### config.mk
export PLATFORM = sky130hd
export DESIGN_NAME = serial_sub
export DESIGN_NICKNAME = d
export VERILOG_FILES = /design/src/rtl/serial_sub_pkg.sv /design/src/rtl/full_sub.sv /design/src/rtl/serial_sub.sv
export SDC_FILE = /design/constraint.sdc
export NUM_CORES = 1
export LEC_CHECK = 0
export ABC_CLOCK_PERIOD_IN_PS = 4200
export CAP_MARGIN = 30
export CORE_MARGIN = 8
export CORE_UTILIZATION = 50
export CTS_BUF_LIST = sky130_fd_sc_hd__clkbuf_4 sky130_fd_sc_hd__clkbuf_8
export CTS_CLUSTER_DIAMETER = 150
export CTS_CLUSTER_SIZE = 40
export DETAILED_ROUTE_END_ITERATION = 16
export HOLD_SLACK_MARGIN = 0.03
export PLACE_DENSITY = 0.76
export RECOVER_POWER = 100
export SLEW_MARGIN = 20
export SYNTH_ARGS = -nofsm -noshare
export SYNTH_HDL_FRONTEND = slang
export SYNTH_SLANG_ARGS = --single-unit
### constraint.sdc
create_clock -name clk -period 4.2 [get_ports clk]
set_input_delay 0.42 -clock clk [delete_from_list [all_inputs] [get_ports clk]]
set_output_delay 0.42 -clock clk [all_outputs]
set_load 0.005 [all_outputs]
### src/rtl/serial_sub_pkg.sv
// Shared state encodings and default width for the bit-serial subtractor.
// Imported by serial_sub and full_sub.
package serial_sub_pkg;

  typedef enum logic {
    SS_IDLE  = 1'b0,
    SS_SHIFT = 1'b1
  } ss_state_e;

  localparam int SS_WIDTH_DEF = 8;

endpackage

### src/rtl/full_sub.sv
// 1-bit full subtractor: two half-subtractor stages plus an OR.
// d = x ^ y ^ bi, bo = (~x & y) | (~(x ^ y) & bi).
module full_sub
  import serial_sub_pkg::*;
(
  input  logic x,
  input  logic y,
  input  logic bi,
  output logic d,
  output logic bo
);

  logic d1;
  logic b1;
  logic b2;

  // first half stage x - y, second half stage (x - y) - bi
  always_comb begin
    d1 = x ^ y;
    b1 = ~x & y;
    d  = d1 ^ bi;
    b2 = ~d1 & bi;
    bo = b1 | b2;
  end

endmodule

### src/rtl/serial_sub.sv
// Bit-serial a - b, LSB first, one bit per clock, start/done handshake.
// Optional signed overflow port enabled by SERIAL_SUB_OVERFLOW_EN.
module serial_sub
  import serial_sub_pkg::*;
#(
  parameter int WIDTH = SS_WIDTH_DEF
) (
  input  logic             clk,
  input  logic             reset,
  input  logic             start,
  input  logic [WIDTH-1:0] a,
  input  logic [WIDTH-1:0] b,
  output logic             busy,
  output logic             done,
  output logic [WIDTH-1:0] diff,
`ifdef SERIAL_SUB_OVERFLOW_EN
  output logic             overflow,
`endif
  output logic             borrow
);

  localparam int CW = $clog2(WIDTH);
  localparam logic [CW-1:0] CNT_LAST = CW'(WIDTH - 1);

  ss_state_e        state_q, state_d;
  logic [WIDTH-1:0] sa_q, sa_d;
  logic [WIDTH-1:0] sb_q, sb_d;
  logic [WIDTH-1:0] sr_q, sr_d;
  logic             bq_q, bq_d;
  logic [CW-1:0]    cnt_q, cnt_d;
  logic [WIDTH-1:0] diff_q, diff_d;
  logic             borrow_q, borrow_d;
  logic             done_q, done_d;
`ifdef SERIAL_SUB_OVERFLOW_EN
  logic             amsb_q, amsb_d;
  logic             bmsb_q, bmsb_d;
  logic             ovf_q, ovf_d;
`endif

  logic bit_d;
  logic bit_bo;

  full_sub u_fs (
    .x  (sa_q[0]),
    .y  (sb_q[0]),
    .bi (bq_q),
    .d  (bit_d),
    .bo (bit_bo)
  );

  // next-state and datapath: load in IDLE, one bit step per SHIFT edge
  always_comb begin
    state_d  = state_q;
    sa_d     = sa_q;
    sb_d     = sb_q;
    sr_d     = sr_q;
    bq_d     = bq_q;
    cnt_d    = cnt_q;
    diff_d   = diff_q;
    borrow_d = borrow_q;
    done_d   = 1'b0;
`ifdef SERIAL_SUB_OVERFLOW_EN
    amsb_d   = amsb_q;
    bmsb_d   = bmsb_q;
    ovf_d    = ovf_q;
`endif
    unique case (state_q)
      SS_IDLE: begin
        if (start) begin
          sa_d    = a;
          sb_d    = b;
          bq_d    = 1'b0;
          cnt_d   = '0;
          state_d = SS_SHIFT;
`ifdef SERIAL_SUB_OVERFLOW_EN
          amsb_d  = a[WIDTH-1];
          bmsb_d  = b[WIDTH-1];
`endif
        end
      end
      SS_SHIFT: begin
        sa_d  = {1'b0, sa_q[WIDTH-1:1]};
        sb_d  = {1'b0, sb_q[WIDTH-1:1]};
        sr_d  = {bit_d, sr_q[WIDTH-1:1]};
        bq_d  = bit_bo;
        cnt_d = cnt_q + 1'b1;
        if (cnt_q == CNT_LAST) begin
          diff_d   = {bit_d, sr_q[WIDTH-1:1]};
          borrow_d = bit_bo;
          done_d   = 1'b1;
          state_d  = SS_IDLE;
`ifdef SERIAL_SUB_OVERFLOW_EN
          ovf_d    = (amsb_q != bmsb_q) && (bit_d != amsb_q);
`endif
        end
      end
      default: state_d = SS_IDLE;
    endcase
  end

  // state and datapath registers, all cleared by async reset
  always_ff @(posedge clk or posedge reset) begin
    if (reset) begin
      state_q  <= SS_IDLE;
      sa_q     <= '0;
      sb_q     <= '0;
      sr_q     <= '0;
      bq_q     <= 1'b0;
      cnt_q    <= '0;
      diff_q   <= '0;
      borrow_q <= 1'b0;
      done_q   <= 1'b0;
`ifdef SERIAL_SUB_OVERFLOW_EN
      amsb_q   <= 1'b0;
      bmsb_q   <= 1'b0;
      ovf_q    <= 1'b0;
`endif
    end else begin
      state_q  <= state_d;
      sa_q     <= sa_d;
      sb_q     <= sb_d;
      sr_q     <= sr_d;
      bq_q     <= bq_d;
      cnt_q    <= cnt_d;
      diff_q   <= diff_d;
      borrow_q <= borrow_d;
      done_q   <= done_d;
`ifdef SERIAL_SUB_OVERFLOW_EN
      amsb_q   <= amsb_d;
      bmsb_q   <= bmsb_d;
      ovf_q    <= ovf_d;
`endif
    end
  end

  // outputs come straight from registers
  always_comb begin
    busy   = (state_q == SS_SHIFT);
    done   = done_q;
    diff   = diff_q;
    borrow = borrow_q;
`ifdef SERIAL_SUB_OVERFLOW_EN
    overflow = ovf_q;
`endif
  end

endmodule

==> results.md <==
Outcome:
- The flow ran to the end, and the final reports show no timing, DRC or antenna violations.

Timing:
- The normalized max-slew margin is 0.186.
- The total negative slack for setup checks is 0 ns.
- The tightest hold margin is 0.492 ns.
- The number of endpoints failing setup at the final stage is 0.
- The clock period could shrink to slightly above 2 ns.
- Clock skew on the completed layout was measured at 0.0121 ns.
- The count of final max-slew check failures came to 0.
- The highest attainable clock frequency is roughly 480 MHz.
- Setup repair after global routing left no endpoint under its margin.
- The count of endpoints failing hold in the final timing report is 0.
- At the pin with the least slew margin, the transition time is 1.22 ns.
- In the finished design, the share of the clock period the worst path needs comes to 0.493.

Critical path:
- The critical path required time is ~4.5 ns.
- The kind of capture point of the worst setup path is an asynchronous set/reset pin.
- In this run the number of cells on the critical path is 3.
- The critical path goes through dlygate4sd3_1 -> inv_1 -> clkbuf_1.
- The maximum single-stage delay on the critical path is 0.96 ns.
- For the worst setup path, the data arrival time is approximately 2.3 ns.
- The kind of critical path is primary input to asynchronous set/reset pin.
- The cell class contributing the biggest share of worst-path delay is buffers and inverters.
- The type of element launching the critical path is a primary input.
- The worst register-to-register path begins at busy.
- The slack of the worst reg-to-reg path is 2.56 ns.
- Together, buffers and inverters on the worst path number 3.
- The slowest stage of the critical path is the clkbuf_1 cell.
- The critical-path maximum fanout is 23.
- The worst register-to-register path has a depth of 3.
- The worst register-to-register path ends at diff[4].

Worst hold path:
- The class of the tightest hold or removal check is register to register.
- The hold-critical path endpoint is sa_q[5].
- The start point of the worst hold path is sa_q[6].
- The worst hold path stage count is 2.

Finish:
- Leaving out fill and tap cells, the most frequent cell in the layout is dfrtp_1.
- Compared with the post-synthesis result, the final layout area differs by 17.4%.
- Measured on the finished design, the core utilization comes to 0.602.
- The net count of the finished layout is 179.
- Of the cells placed in the final design, the portion with a size suffix greater than 1 is 0.0759.
- The post-layout instance area is 0.00198 mm².
- The repair_antennas step left the layout with diodes totalling 0.
- The library cells used most frequently in the layout, excluding fill and tap cells, are dfrtp_1 (38), mux2i_1 (17), nand2_1 (16), clkdlybuf4s50_1 (16), o21ai_0 (14).

Drt:
- The met3 wirelength from detailed routing is 170 µm.
- After detailed routing, the met2 layer carries 1260 µm of wire.
- The routed via count is 1,009.
- The highest metal layer carrying signal wires in the routed design is met4.
- For this block, the initial DRC count from the detailed router was 62.
- Dividing the detail-routed wire length by the instance count gives 13.1 µm.
- The first-pass iteration count of the detailed router is 3.
- The ratio of routed vias to standard cells is around 5.
- The wire length on met1 is 1170 µm.
- The detailed-route DRC error count is 0.
- For this block, the routed nets add up to 2670 µm of wire.
- The detail route stage leaves a number of antenna-violating nets equal to 0.

GRT:
- The pin count of the biggest net entering global routing is 46.
- Summed over all layers, the global routing overflow is 0.
- The via count of the first global-routing pass is 1,097.
- The initial antenna violation count is 0.
- The total global-route track usage is 0.114.
- The first global-routing pass estimated between 4000 and 5000 µm of wire.

Synthesis:
- The number of distinct library cells after synthesis is 19.
- The synthesized instance count is about 130.
- By area the synthesized netlist is led by dfrtp_1 (56%), mux2_4 (12%), mux2i_1 (10%).
- The number of warnings printed during yosys synthesis is 0.
- The part of the Yosys area used for sequential elements is 0.565.
- The cell area that synthesis handed to floorplanning was 0.00168 mm².
- Counting every net in the synthesized netlist gives approximately 150.
- The flip-flop and latch count after synthesis is 38.
- The mean instance size in the synthesized netlist is 13.5 µm².
- dfrtp_1 takes more of the synthesized area than any other cell.
- The area share of the largest cell type after synthesis is 0.565.

Clock tree:
- For the worst-skew pair, the clock arrives at the later sink with an insertion delay of 0.34 ns.
- After clock tree synthesis, the clock-pin slew on the worst setup and hold paths is 0.10 ns.
- The post-CTS setup buffer count is 0.
- The maximum root-to-sink buffer count is 2.
- TritonCTS created 5 clock buffers.
- In this run the number of H-tree levels came out at 2.
- The tree built by TritonCTS fans out to 38 sinks.
- The buffer cell driving the clock tree root is clkbuf_4.
- Gates resized during post-CTS repair numbered 0.
- The clock tree from TritonCTS is built.
- The number of buffers added to fix hold violations after cts is 0.

Run:
- Max-cap violations in this run came to 0.

Die:
- The starting utilization of the core area is 0.513.
- For this design the top-level I/O count stands at 30.
- The floorplan step set the die width to approximately 74 µm.
- The number of placement rows is 21.
- The y dimension of the die is 74.0 µm.
- The floorplan step defined a core boundary enclosing 0.00328 mm².
- The die area is approximately 0.0055 mm².

Placement:
- Summed over all nets, the half-perimeter wirelength after detailed placement is 1930 µm.
- At the end of routability-driven placement, the weighted congestion stood at 0.678.
- The count of input and output buffers is 29.
- Once placement finished, the instance area stood at 0.00198 mm².

Power:
- The overall power after layout is 1.25 mW.
- For this design the static power due to leakage is 0.931 nW.
- Across the VDD grid, the largest voltage drop is 0.279 mV.
- The power per cell area is 631 mW/mm².
[cells in the mapped netlist, drive strengths merged]
master / count
o21ai: 15
dfrtp: 38
inv: 5
a21oi: 1
nor2: 3
mux2: 16
nand2: 16
buf: 6
a22o: 2
ha: 2
fa: 1
nand2b: 2
mux2i: 17
clkbuf: 1
[state kept, by name (all words and copies together) (netlist names)]
signal	count
sb_q	8
diff	8
borrow	1
busy	1
sr_q	7
bq_q	1
done	1
cnt_q	3
sa_q	8
[per-layer routing]
layer  vias to the layer above  track usage
met4                         0       0.0732
li1                        491            -
met2                        26        0.188
met5                         -            0
met1                       485        0.120
met3                         7       0.0418
[cell families (layout without fill, tap and decap cells)]
| logic type | count (synthesis) | after routing | synth area share |
|---|---|---|---|
| buffers and inverters | 12 | 45 | 0.0520 |
| adders and majority gates | 3 | 3 | 0.0267 |
| AOI/OAI and AO/OA | 18 | 18 | 0.0579 |
| DFF | 38 | 38 | 0.565 |
| and+or+nand+nor | 21 | 21 | 0.0594 |
| muxes | 33 | 33 | 0.239 |
[tightest hold or removal path, stage by stage (launching register included)]
cell and delay, ns:
dfrtp_1 0.36, nand2_1 0.05, o21ai_0 0.06
[per-stage QoR]
step	setup WS (ns)	instances
2_1_floorplan	2.83	125
3_3_place_gp	2.15	195
3_5_place_dp	2.08	195
4_1_cts	2.46	203
5_1_grt	1.82	204
6_report	2.13	204
[worst max path at each step]
| stage | from | endpoint | slack (ns) |
|---|---|---|---|
| floorplan | cnt_q[0] | borrow | 2.83 |
| global route | reset | bq_q | 1.82 |
| global placement | start | bq_q | 2.15 |
| finish | reset | sb_q[7] | 2.13 |
| CTS | start | cnt_q[1] | 2.46 |
| detailed placement | start | bq_q | 2.08 |
[power breakdown]
| part | internal, mW | switching [mW] |
|---|---|---|
| sequential | 0.527 | 0.0845 |
| clock | 0.0876 | 0.109 |
| combinational | 0.245 | 0.195 |
[area by class of cell]
| class | instances | area [µm²] |
|---|---|---|
| clock buffers | 7 | 58.8 |
| well taps | 46 | 57.6 |
| fillers | 289 | 1310 |
| repair buffers | 32 | 305 |
| inverters | 5 | 18.8 |
| clock inverters | 1 | 5.00 |
| multi-input cells | 75 | 581 |
| flip-flops and latches | 38 | 951 |
(Power assumes the default switching activity.)
